`config.mk`:
```
export PLATFORM = sky130hd
export DESIGN_NAME = pc_fetch_sequencer_flat
export DESIGN_NICKNAME = d
export VERILOG_FILES = /design/src/rtl/pc_pkg.sv /design/src/rtl/pc_fetch_sequencer_if.sv /design/src/rtl/fetch_inst_buf.sv /design/src/rtl/pc_fetch_sequencer.sv /design/src/flat_wrapper.sv
export SDC_FILE = /design/constraint.sdc
export NUM_CORES = 1
export LEC_CHECK = 0
export BUFFER_PORTS_ARGS = -buffer_cell sky130_fd_sc_hd__buf_2
export CORE_ASPECT_RATIO = 0.6
export CORE_MARGIN = 5
export CORE_UTILIZATION = 49
export CTS_BUF_LIST = sky130_fd_sc_hd__clkbuf_8
export DETAILED_ROUTE_END_ITERATION = 16
export GPL_TIMING_DRIVEN = 0
export HOLD_SLACK_MARGIN = 0.08
export PLACE_DENSITY = 0.82
export REMOVE_ABC_BUFFERS = 1
export SYNTH_ARGS = -nofsm -noshare
export SYNTH_HDL_FRONTEND = slang
export SYNTH_SLANG_ARGS = --single-unit
export TNS_END_PERCENT = 1
```
`constraint.sdc`:
```
create_clock -name clk -period 5.15 [get_ports clk]
set_input_delay 1.03 -clock clk [delete_from_list [all_inputs] [get_ports clk]]
set_output_delay 1.03 -clock clk [all_outputs]
set_load 0.02 [all_outputs]
```
`src/rtl/pc_pkg.sv`:
```
// Shared definitions for the program-counter path.
// Contents:
//   PC_WIDTH        - width of every PC value
//   PC_RESET_VECTOR - fetch PC after reset; the TMR PC register resets to the same value
//   pc_t            - PC value type
//   fetch_state_e   - fetch sequencer states
//   pc_align        - forces a PC onto a word boundary
package pc_pkg;

  localparam int unsigned PC_WIDTH = 32;

  typedef logic [PC_WIDTH-1:0] pc_t;

  localparam pc_t PC_RESET_VECTOR = 32'h0040_0000;

  typedef enum logic [1:0] {
    IDLE,
    REQ,
    WAIT,
    DROP
  } fetch_state_e;

  function automatic pc_t pc_align(input pc_t addr);
    return {addr[PC_WIDTH-1:2], 2'b00};
  endfunction

endpackage

```
`src/rtl/pc_fetch_sequencer_if.sv`:
```
// Instruction-memory request/response bus plus the valid/ready instruction
// stream to decode, bundled for the fetch sequencer.
// Signals:
//   imem_req/imem_addr/imem_gnt       - request channel (one outstanding at most)
//   imem_rvalid/imem_rdata            - response channel
//   inst_valid/inst_ready             - handshake to decode
//   inst_data/inst_pc                 - instruction word and its PC
// Modports:
//   master - the fetch sequencer
//   slave  - the memory port and decode stage seen as one agent
interface pc_fetch_sequencer_if;
  import pc_pkg::*;

  logic        imem_req;
  pc_t         imem_addr;
  logic        imem_gnt;
  logic        imem_rvalid;
  logic [31:0] imem_rdata;

  logic        inst_valid;
  logic        inst_ready;
  logic [31:0] inst_data;
  pc_t         inst_pc;

  modport master (
    output imem_req, imem_addr,
    input  imem_gnt, imem_rvalid, imem_rdata,
    output inst_valid, inst_data, inst_pc,
    input  inst_ready
  );

  modport slave (
    input  imem_req, imem_addr,
    output imem_gnt, imem_rvalid, imem_rdata,
    input  inst_valid, inst_data, inst_pc,
    output inst_ready
  );

endinterface

```
`src/rtl/fetch_inst_buf.sv`:
```
// Single-entry valid/ready holding register for fetched instructions.
// Ports:
//   clk, reset            - clock, asynchronous active-high reset
//   flush                 - drop any held entry (redirect)
//   load, load_data/pc    - capture a new instruction
//   out_ready             - consumer accepts the held entry
//   out_valid/data/pc     - held entry
module fetch_inst_buf
  import pc_pkg::*;
#(
  parameter pc_t RESET_PC = PC_RESET_VECTOR
) (
  input  logic        clk,
  input  logic        reset,
  input  logic        flush,
  input  logic        load,
  input  logic [31:0] load_data,
  input  pc_t         load_pc,
  input  logic        out_ready,
  output logic        out_valid,
  output logic [31:0] out_data,
  output pc_t         out_pc
);

  // Flush beats load beats consume. Load and consume never coincide in
  // practice because the sequencer only requests into an empty/draining buffer.
  always_ff @(posedge clk or posedge reset) begin
    if (reset) begin
      out_valid <= 1'b0;
      out_data  <= '0;
      out_pc    <= RESET_PC;
    end else begin
      if (flush)
        out_valid <= 1'b0;
      else if (load)
        out_valid <= 1'b1;
      else if (out_valid && out_ready)
        out_valid <= 1'b0;

      if (load && !flush) begin
        out_data <= load_data;
        out_pc   <= load_pc;
      end
    end
  end

endmodule

```
`src/rtl/pc_fetch_sequencer.sv`:
```
// Fetch sequencer: owns the fetch PC, issues instruction-memory requests,
// hands instructions to decode and drives the TMR PC register.
// Ports:
//   clk, reset                  - clock, asynchronous active-high reset
//   pc_next, pc_hold            - drive to PC register (next value / keep)
//   pc_cur                      - voted PC returned by the PC register
//   pc_mismatch                 - sticky: pc_cur diverged from expected PC
//   redirect_valid/target       - branch/jump redirect
//   bus (master)                - imem request/response and decode stream
module pc_fetch_sequencer
  import pc_pkg::*;
#(
  parameter pc_t RESET_PC = PC_RESET_VECTOR,
  parameter pc_t PC_STEP  = 32'd4
) (
  input  logic                 clk,
  input  logic                 reset,
  output pc_t                  pc_next,
  output logic                 pc_hold,
  input  pc_t                  pc_cur,
  output logic                 pc_mismatch,
  input  logic                 redirect_valid,
  input  pc_t                  redirect_target,
  pc_fetch_sequencer_if.master bus
);

  fetch_state_e state, state_nxt;
  pc_t          fetch_pc, fetch_pc_nxt, fetch_pc_d1;
  logic         redir_take;
  logic         buf_load;

  assign bus.imem_addr = fetch_pc;

  // Only request when the buffer will have room by the time the response lands.
  assign bus.imem_req = (state == REQ) && (!bus.inst_valid || bus.inst_ready) && !redirect_valid;

  // IDLE exists purely to delay the first request; redirects there are ignored.
  assign redir_take = redirect_valid && (state != IDLE);

  always_ff @(posedge clk or posedge reset) begin
    if (reset) begin
      state    <= IDLE;
      fetch_pc <= RESET_PC;
    end else begin
      state    <= state_nxt;
      fetch_pc <= fetch_pc_nxt;
    end
  end

  always_comb begin
    state_nxt    = state;
    fetch_pc_nxt = fetch_pc;
    buf_load     = 1'b0;
    case (state)
      IDLE: state_nxt = REQ;
      REQ: begin
        if (bus.imem_req && bus.imem_gnt)
          state_nxt = WAIT;
      end
      WAIT: begin
        // A redirect without the response leaves one stale response in flight.
        if (redir_take)
          state_nxt = bus.imem_rvalid ? REQ : DROP;
        else if (bus.imem_rvalid) begin
          buf_load     = 1'b1;
          fetch_pc_nxt = fetch_pc + PC_STEP;
          state_nxt    = REQ;
        end
      end
      DROP: begin
        if (bus.imem_rvalid)
          state_nxt = REQ;
      end
      default: state_nxt = IDLE;
    endcase
    if (redir_take)
      fetch_pc_nxt = pc_align(redirect_target);
  end

  // A redirect always loads the PC register, even onto the current fetch_pc.
  assign pc_next = fetch_pc_nxt;
  assign pc_hold = !(redir_take || buf_load);

  // The PC register returns its value two cycles late, i.e. one cycle behind fetch_pc.
  always_ff @(posedge clk or posedge reset) begin
    if (reset) begin
      fetch_pc_d1 <= RESET_PC;
      pc_mismatch <= 1'b0;
    end else begin
      fetch_pc_d1 <= fetch_pc;
      if (pc_cur != fetch_pc_d1)
        pc_mismatch <= 1'b1;
    end
  end

  fetch_inst_buf #(
    .RESET_PC (RESET_PC)
  ) u_inst_buf (
    .clk       (clk),
    .reset     (reset),
    .flush     (redir_take),
    .load      (buf_load),
    .load_data (bus.imem_rdata),
    .load_pc   (fetch_pc),
    .out_ready (bus.inst_ready),
    .out_valid (bus.inst_valid),
    .out_data  (bus.inst_data),
    .out_pc    (bus.inst_pc)
  );

endmodule

```
`src/flat_wrapper.sv`:
```
// flat-port wrapper written by rule: the top's interface ports become plain ports
module pc_fetch_sequencer_flat import pc_pkg::*;
#(
  parameter pc_t RESET_PC = PC_RESET_VECTOR,
  parameter pc_t PC_STEP  = 32'd4
)
  (clk, reset, pc_next, pc_hold, pc_cur, pc_mismatch, redirect_valid, redirect_target, bus_imem_req, bus_imem_addr, bus_imem_gnt, bus_imem_rvalid, bus_imem_rdata, bus_inst_valid, bus_inst_data, bus_inst_pc, bus_inst_ready);
  pc_fetch_sequencer_if bus_i ();
  input  logic clk;
  input  logic reset;
  output pc_t pc_next;
  output logic pc_hold;
  input  pc_t pc_cur;
  output logic pc_mismatch;
  input  logic redirect_valid;
  input  pc_t redirect_target;
  output wire logic [$bits(bus_i.imem_req)-1:0] bus_imem_req;
  output wire logic [$bits(bus_i.imem_addr)-1:0] bus_imem_addr;
  input wire logic [$bits(bus_i.imem_gnt)-1:0] bus_imem_gnt;
  input wire logic [$bits(bus_i.imem_rvalid)-1:0] bus_imem_rvalid;
  input wire logic [$bits(bus_i.imem_rdata)-1:0] bus_imem_rdata;
  output wire logic [$bits(bus_i.inst_valid)-1:0] bus_inst_valid;
  output wire logic [$bits(bus_i.inst_data)-1:0] bus_inst_data;
  output wire logic [$bits(bus_i.inst_pc)-1:0] bus_inst_pc;
  input wire logic [$bits(bus_i.inst_ready)-1:0] bus_inst_ready;
  assign bus_imem_req = bus_i.imem_req;
  assign bus_imem_addr = bus_i.imem_addr;
  assign bus_i.imem_gnt = bus_imem_gnt;
  assign bus_i.imem_rvalid = bus_imem_rvalid;
  assign bus_i.imem_rdata = bus_imem_rdata;
  assign bus_inst_valid = bus_i.inst_valid;
  assign bus_inst_data = bus_i.inst_data;
  assign bus_inst_pc = bus_i.inst_pc;
  assign bus_i.inst_ready = bus_inst_ready;
  pc_fetch_sequencer #(.RESET_PC(RESET_PC), .PC_STEP(PC_STEP)) u_core (.clk(clk), .reset(reset), .pc_next(pc_next), .pc_hold(pc_hold), .pc_cur(pc_cur), .pc_mismatch(pc_mismatch), .redirect_valid(redirect_valid), .redirect_target(redirect_target), .bus(bus_i));
endmodule
```
==> results of run 1 <==
==> power breakdown <==
part           internal (W)  switching (W)  total (W)
clock              0.000399       0.000434   0.000833
sequential          0.00123       0.000153    0.00138
combinational      0.000300       0.000470   0.000770
==> worst reg2reg max path: cells and delay by family, from the launching register on <==
| family | cells | cell delay [ps] |
|---|---|---|
| flip-flops | 1 | 500 |
| AND/OR/NAND/NOR | 3 | 1310 |
| AO/OA/AOI/OAI | 1 | 290 |
| XOR/XNOR | 1 | 220 |
==> logic make-up (layout without fill, tap and decap cells) <==
family	Yosys count	in the layout	synth area share, %
flip-flops	132	132	60.5
AND/OR/NAND/NOR	114	114	11.5
multiplexers	63	63	13.0
XOR/XNOR	60	60	9.61
AO/OA/AOI/OAI	38	38	3.59
buffers and inverters	20	273	1.58
adder cells (fa/ha/maj)	1	1	0.229
==> cell usage after synthesis (2+ instances only) <==
library cell	n	share of area, %
a21oi_1	4	0.37
and2_1	2	0.23
and3_1	6	0.69
buf_2	6	0.55
clkbuf_1	6	0.41
dfrtp_1	129	59
dfstp_2	3	1.4
inv_1	7	0.48
mux2_2	62	13
nand2_1	36	2.5
nand2b_1	2	0.23
nand3_1	13	1.2
nand4_1	10	1.1
nor2_1	10	0.69
nor3_1	10	0.92
nor4_1	11	1.3
o21ai_0	24	2.2
o21ai_1	7	0.64
or3_1	2	0.23
or4_4	2	0.41
xnor2_1	18	2.9
xor2_1	42	6.7
==> state kept, by name (all words and copies together) (netlist names) <==
name	flops
u_core.u_inst_buf.out_valid	1
u_core.pc_mismatch	1
u_core.u_inst_buf.out_pc	32
u_core.bus.imem_addr	32
u_core.u_inst_buf.out_data	32
u_core.fetch_pc_d1	32
u_core.state	2
==> cells in the final DEF (no fill, tap or decap), types with 10 or more instances in the layout <==
cell,instances
nand3_1,13
o21ai_0,24
dfrtp_1,129
clkbuf_8,18
nand2_1,36
buf_2,231
mux2_2,62
nor4_1,11
xnor2_1,18
nor3_1,10
nor2_1,10
nand4_1,10
xor2_1,42
==> per-layer routing <==
layer | vias to the layer above | track usage (%) | routed length (um)
met5 | - | 0 | 12
li1 | 1973 | - | -
met3 | 21 | 7.88 | 1490
met2 | 213 | 35.9 | 7110
met4 | 2 | 7.28 | 180
met1 | 2147 | 32.5 | 7030
==> through the flow <==
stage,setup TNS [ps],hold WS (ps)
2_1_floorplan,0,436
3_3_place_gp,-74100,398
3_5_place_dp,0,412
4_1_cts,0,428
5_1_grt,0,439
6_report,0,427
==> final cells by class <==
type	instances	area (um^2)	share of cell area (%)
repair buffers	234	1240	17.2
clock inverters	14	126	1.75
inverters	7	31.3	0.434
multi-input cells	276	2080	28.9
clock buffers	18	248	3.44
well taps	139	174	2.41
flip-flops and latches	132	3310	45.9
==> worst max path at each step <==
stage / startpoint / to / depth (start not counted)
final: bus_imem_rvalid / pc_next[29] / 7
after global routing: bus_imem_rvalid / pc_next[29] / 7
after CTS: bus_imem_rvalid / pc_next[29] / 7
after detailed placement: bus_imem_rvalid / pc_next[29] / 7
after global placement: reset / u_core.u_inst_buf.out_pc[15] / 2
after floorplan: reset / u_core.bus.imem_addr[0] / 1
==> flow_metrics.env, run 1 <==
export IMPL_grt_pass1_vias=4568
export IMPL_grt_pass1_wl_um=24800
export IMPL_fillers=781
export IMPL_cts_repair_resized=0
export IMPL_grt_max_degree=97
export IMPL_root_buffer="clkbuf_8"
export IMPL_fin_area_um2=7200
export IMPL_synthFlopType="dfrtp_1"
export IMPL_core_area_um2=10700
export IMPL_pre_cts_ws_ps=1010
export IMPL_hold_violations=0
export IMPL_min_to="u_core.fetch_pc_d1[0]"
export IMPL_avgSynthCellArea_um2=12.8
export IMPL_critPathMaxFanout=7
export IMPL_grt_usage_pct=23.6
export IMPL_synth_edf_count=0
export IMPL_cts_buffers_inserted=17
export IMPL_finalPower_w=0.00298
export IMPL_min_path_type="flip-flop to flip-flop"
export IMPL_fin_crit_sh_pct=79.6
export IMPL_maxCapViolations=0
export IMPL_finalWorstSetupSlack_ps=1050
export IMPL_slowest_delay_ps=810
export IMPL_stdcell_count=820
export IMPL_cts_htree_levels=4
export IMPL_io_pins=234
export IMPL_first_pass_iters=6
export IMPL_p_leak_nw=3.67
export IMPL_crit_path_top_delay_cell="nor4_1"
export IMPL_rr_worst_depth=5
export IMPL_reg2reg_slack_ps=2710
export IMPL_die_h_um=91.8
export IMPL_hpwl_um=12100
export IMPL_wl_um=15800
export IMPL_syn2layout_area_growth_pct=31.8
export IMPL_power_per_cell_area_nw_per_um2=414
export IMPL_initial_core_util_pct=50.9
export IMPL_routedWlPerCell_um=19.3
export IMPL_cts_tree="yes"
export IMPL_num_vias=4356
export IMPL_worstHoldStart="u_core.bus.imem_addr[0]"
export IMPL_whs_path_depth=0
export IMPL_start_kind="primary input"
export IMPL_fin_util_pct=67.1
export IMPL_crit_top_cell="buf_2"
export IMPL_layout_min_cycle_time_ps=4100
export IMPL_io_buffers=231
export IMPL_cts_hold_buffers=0
export IMPL_drc=0
export IMPL_status="completed"
export IMPL_crit_family="simple AND/OR/NAND/NOR gates"
export IMPL_rsz0062_at_grt="no"
export IMPL_yosysSeqAreaShare_pct=60.5
export IMPL_cts_sinks=132
export IMPL_dpl_cell_count=788
export IMPL_gp_congestion=0.870
export IMPL_slew_violations=0
export IMPL_dieWidth_um=146
export IMPL_synth_seq_cells=132
export IMPL_r2r_end="u_core.bus.imem_addr[28]"
export IMPL_clock_fmax_mhz=244
export IMPL_syn_inst=428
export IMPL_ys_warn_count=0
export IMPL_dpl_cell_area_um2=6830
export IMPL_cp_end_kind="primary output"
export IMPL_clkSlewWorstSetupHoldPaths_ps=70
export IMPL_r2r_start="u_core.bus.imem_addr[15]"
export IMPL_path_class="primary input to primary output"
export IMPL_cts_path_max_buffers=2
export IMPL_synthArstFlopShare_pct=100
export IMPL_path_buf_inv=2
export IMPL_grt_overflow_total=0
export IMPL_drive_above_1_share_pct=49.9
export IMPL_syn_area_um2=5470
export IMPL_clk_latency_ps=430
export IMPL_cts_setup_buffers=0
export IMPL_antenna_found_initial=1
export IMPL_antennaDiodeCount=0
export IMPL_row_count=29
export IMPL_critPathArrivalTime_ps=3070
export IMPL_crit_chain="buf_2, nand4b_4, nor4_1, nand4_1, xor2_1, o21ai_0, buf_2"
export IMPL_worstPathRequired_ps=4120
export IMPL_clock_skew_ps=17.4
export IMPL_worst_slew_pin_slew_ps=956
export IMPL_antenna_left=0
export IMPL_nets=771
export IMPL_synth_cell_types=38
export IMPL_viasPerCell=5.31
export IMPL_irDropWorstVdd_uv=246
export IMPL_dieArea_um2=13400
export IMPL_drtIter0Drc=150
export IMPL_setup_viol=0
export IMPL_slew_headroom_pct=35.8
Power figures use the tool's default switching activity.
==> inputs of run 2 (changes only) <==
CORE_UTILIZATION = 45   (was 49)
PLACE_DENSITY = 0.79   (was 0.82)
clock period = 3.39 ns   (was 5.15 ns; I/O delays follow)
==> flow_metrics.env, run 2 (synthesis results as in run 1) <==
export IMPL_r2r_end="u_core.u_inst_buf.out_data[30]"
export IMPL_worstPathRequired_ps=2710
export IMPL_rsz0062_at_grt="yes"
export IMPL_clkSlewWorstSetupHoldPaths_ps=80
export IMPL_root_buffer="clkbuf_8"
export IMPL_gp_congestion=0.829
export IMPL_worst_slew_pin_slew_ps=991
export IMPL_dieArea_um2=14500
export IMPL_irDropWorstVdd_uv=379
export IMPL_slew_violations=0
export IMPL_p_leak_nw=3.73
export IMPL_initial_core_util_pct=45.6
export IMPL_cts_htree_levels=4
export IMPL_crit_family="simple AND/OR/NAND/NOR gates"
export IMPL_wl_um=16100
export IMPL_clk_latency_ps=420
export IMPL_io_buffers=231
export IMPL_finalWorstSetupSlack_ps=141
export IMPL_power_per_cell_area_nw_per_um2=637
export IMPL_mostFrequentLayoutCells="231 x buf_2, 124 x dfrtp_1, 62 x mux2_2, 42 x xor2_1, 36 x nand2_1"
export IMPL_dieWidth_um=152
export IMPL_fillers=972
export IMPL_swShare_pct=33.5
export IMPL_crit_path_top_delay_cell="nor2_4"
export IMPL_cp_depth=5
export IMPL_antennaDiodeCount=0
export IMPL_fin_util_pct=61.4
export IMPL_critPathMaxFanout=36
export IMPL_slowest_delay_ps=630
export IMPL_antenna_found_initial=0
export IMPL_cts_sinks=132
export IMPL_antenna_left=0
export IMPL_cts_buffers_inserted=17
export IMPL_grt_max_degree=81
export IMPL_viasPerCell=5.06
export IMPL_path_buf_inv=2
export IMPL_path_class="flip-flop to primary output"
export IMPL_num_vias=4286
export IMPL_fin_crit_sh_pct=95.8
export IMPL_clock_fmax_mhz=308
export IMPL_hpwl_um=11900
export IMPL_min_path_type="primary input to async pin"
export IMPL_grt_pass1_vias=4460
export IMPL_row_count=31
export IMPL_clock_skew_ps=13.2
export IMPL_p_int_w=0.00312
export IMPL_slew_headroom_pct=34.0
export IMPL_fin_tns_setup_ps=0
export IMPL_pwr_share_clk_pct=30.2
export IMPL_cts_path_max_buffers=2
export IMPL_mostFrequentLayoutCell="buf_2"
export IMPL_rr_worst_depth=4
export IMPL_layout_min_cycle_time_ps=3250
export IMPL_seqPwrFrac_pct=44.8
export IMPL_first_pass_iters=4
export IMPL_grt_overflow_total=0
export IMPL_r2r_start="u_core.state[0]"
export IMPL_syn2layout_area_growth_pct=34.5
export IMPL_hold_violations=0
export IMPL_cts_hold_buffers=0
export IMPL_cts_tree="yes"
export IMPL_cp_end_kind="primary output"
export IMPL_critPathArrivalTime_ps=2570
export IMPL_start_kind="flip-flop"
export IMPL_comb_power_share_pct=25.0
export IMPL_core_area_um2=12000
export IMPL_io_pins=234
export IMPL_drc=0
export IMPL_pre_cts_ws_ps=-114
export IMPL_grt_usage_pct=21.7
export IMPL_maxCapViolations=0
export IMPL_drive_above_1_share_pct=51.8
export IMPL_routedWlPerCell_um=19.0
export IMPL_nets=772
export IMPL_crit_chain="nand3b_1, nor2_4, buf_12, nor2_1, buf_2"
export IMPL_drtIter0Drc=176
export IMPL_p_switching_w=0.00157
export IMPL_setup_viol=0
export IMPL_reg2reg_slack_ps=1010
export IMPL_die_h_um=95.4
export IMPL_status="completed"
export IMPL_grt_pass1_wl_um=24400
==> run 2: metrics by stage <==
step                      total power, W  hold slack, ps  std cells  instance area, um^2
after floorplan                  0.00278             436        415                 5410
after global placement           0.00325             404        811                 6770
after detailed placement         0.00330             415        813                 6830
after CTS                        0.00473             291        845                 7280
after global routing             0.00493             300        847                 7350
final                            0.00469             295        847                 7350
==> run 2: how the worst max path moves through the flow <==
| stage | start | end | slack, ps |
|---|---|---|---|
| floorplan | reset | u_core.bus.imem_addr[0] | -810 |
| global placement | reset | u_core.u_inst_buf.out_pc[9] | -2080 |
| detailed placement | bus_imem_rvalid | pc_next[29] | -110 |
| CTS | u_core.bus.imem_addr[11] | pc_next[29] | -20 |
| global route | u_core.bus.imem_addr[8] | pc_next[15] | -20 |
| finish | u_core.state[0] | pc_hold | 140 |
==> run 2: repair_timing <==
item / CTS / global route
pin swaps: 0 / 2
setup buffers: 0 / 1
setup endpoints to repair: 9 / 20
gates resized for setup: 5 / 14
cloned: 0 / 1
==> run 2: power groups by stage <==
stage	clock network, W	logic [W]	registers, W
global placement	0	0.00115	0.00211
CTS	0.00145	0.00118	0.00210
floorplan	0	0.000414	0.00237
finish	0.00141	0.00117	0.00210
global route	0.00153	0.00126	0.00214
detailed placement	0	0.00118	0.00213
==> run 2: area by class of cell <==
class / count / area [um^2] / area share [%]
clock inverter: 15 / 191 / 2.60
multi-input combinational: 277 / 2170 / 29.5
sequential: 132 / 3310 / 45.0
inverter: 7 / 31.3 / 0.425
clock buffer: 17 / 234 / 3.18
tap: 165 / 206 / 2.81
timing repair buffer: 234 / 1210 / 16.5
==> run 2: per-layer routing <==
metal | GRT usage [%] | vias to the layer above | wire (um)
met2 | 32.8 | 167 | 7240
met1 | 30.4 | 2134 | 7610
met4 | 4.94 | 0 | 41
met3 | 7.71 | 4 | 1210
li1 | - | 1981 | -
met5 | 0 | - | 0
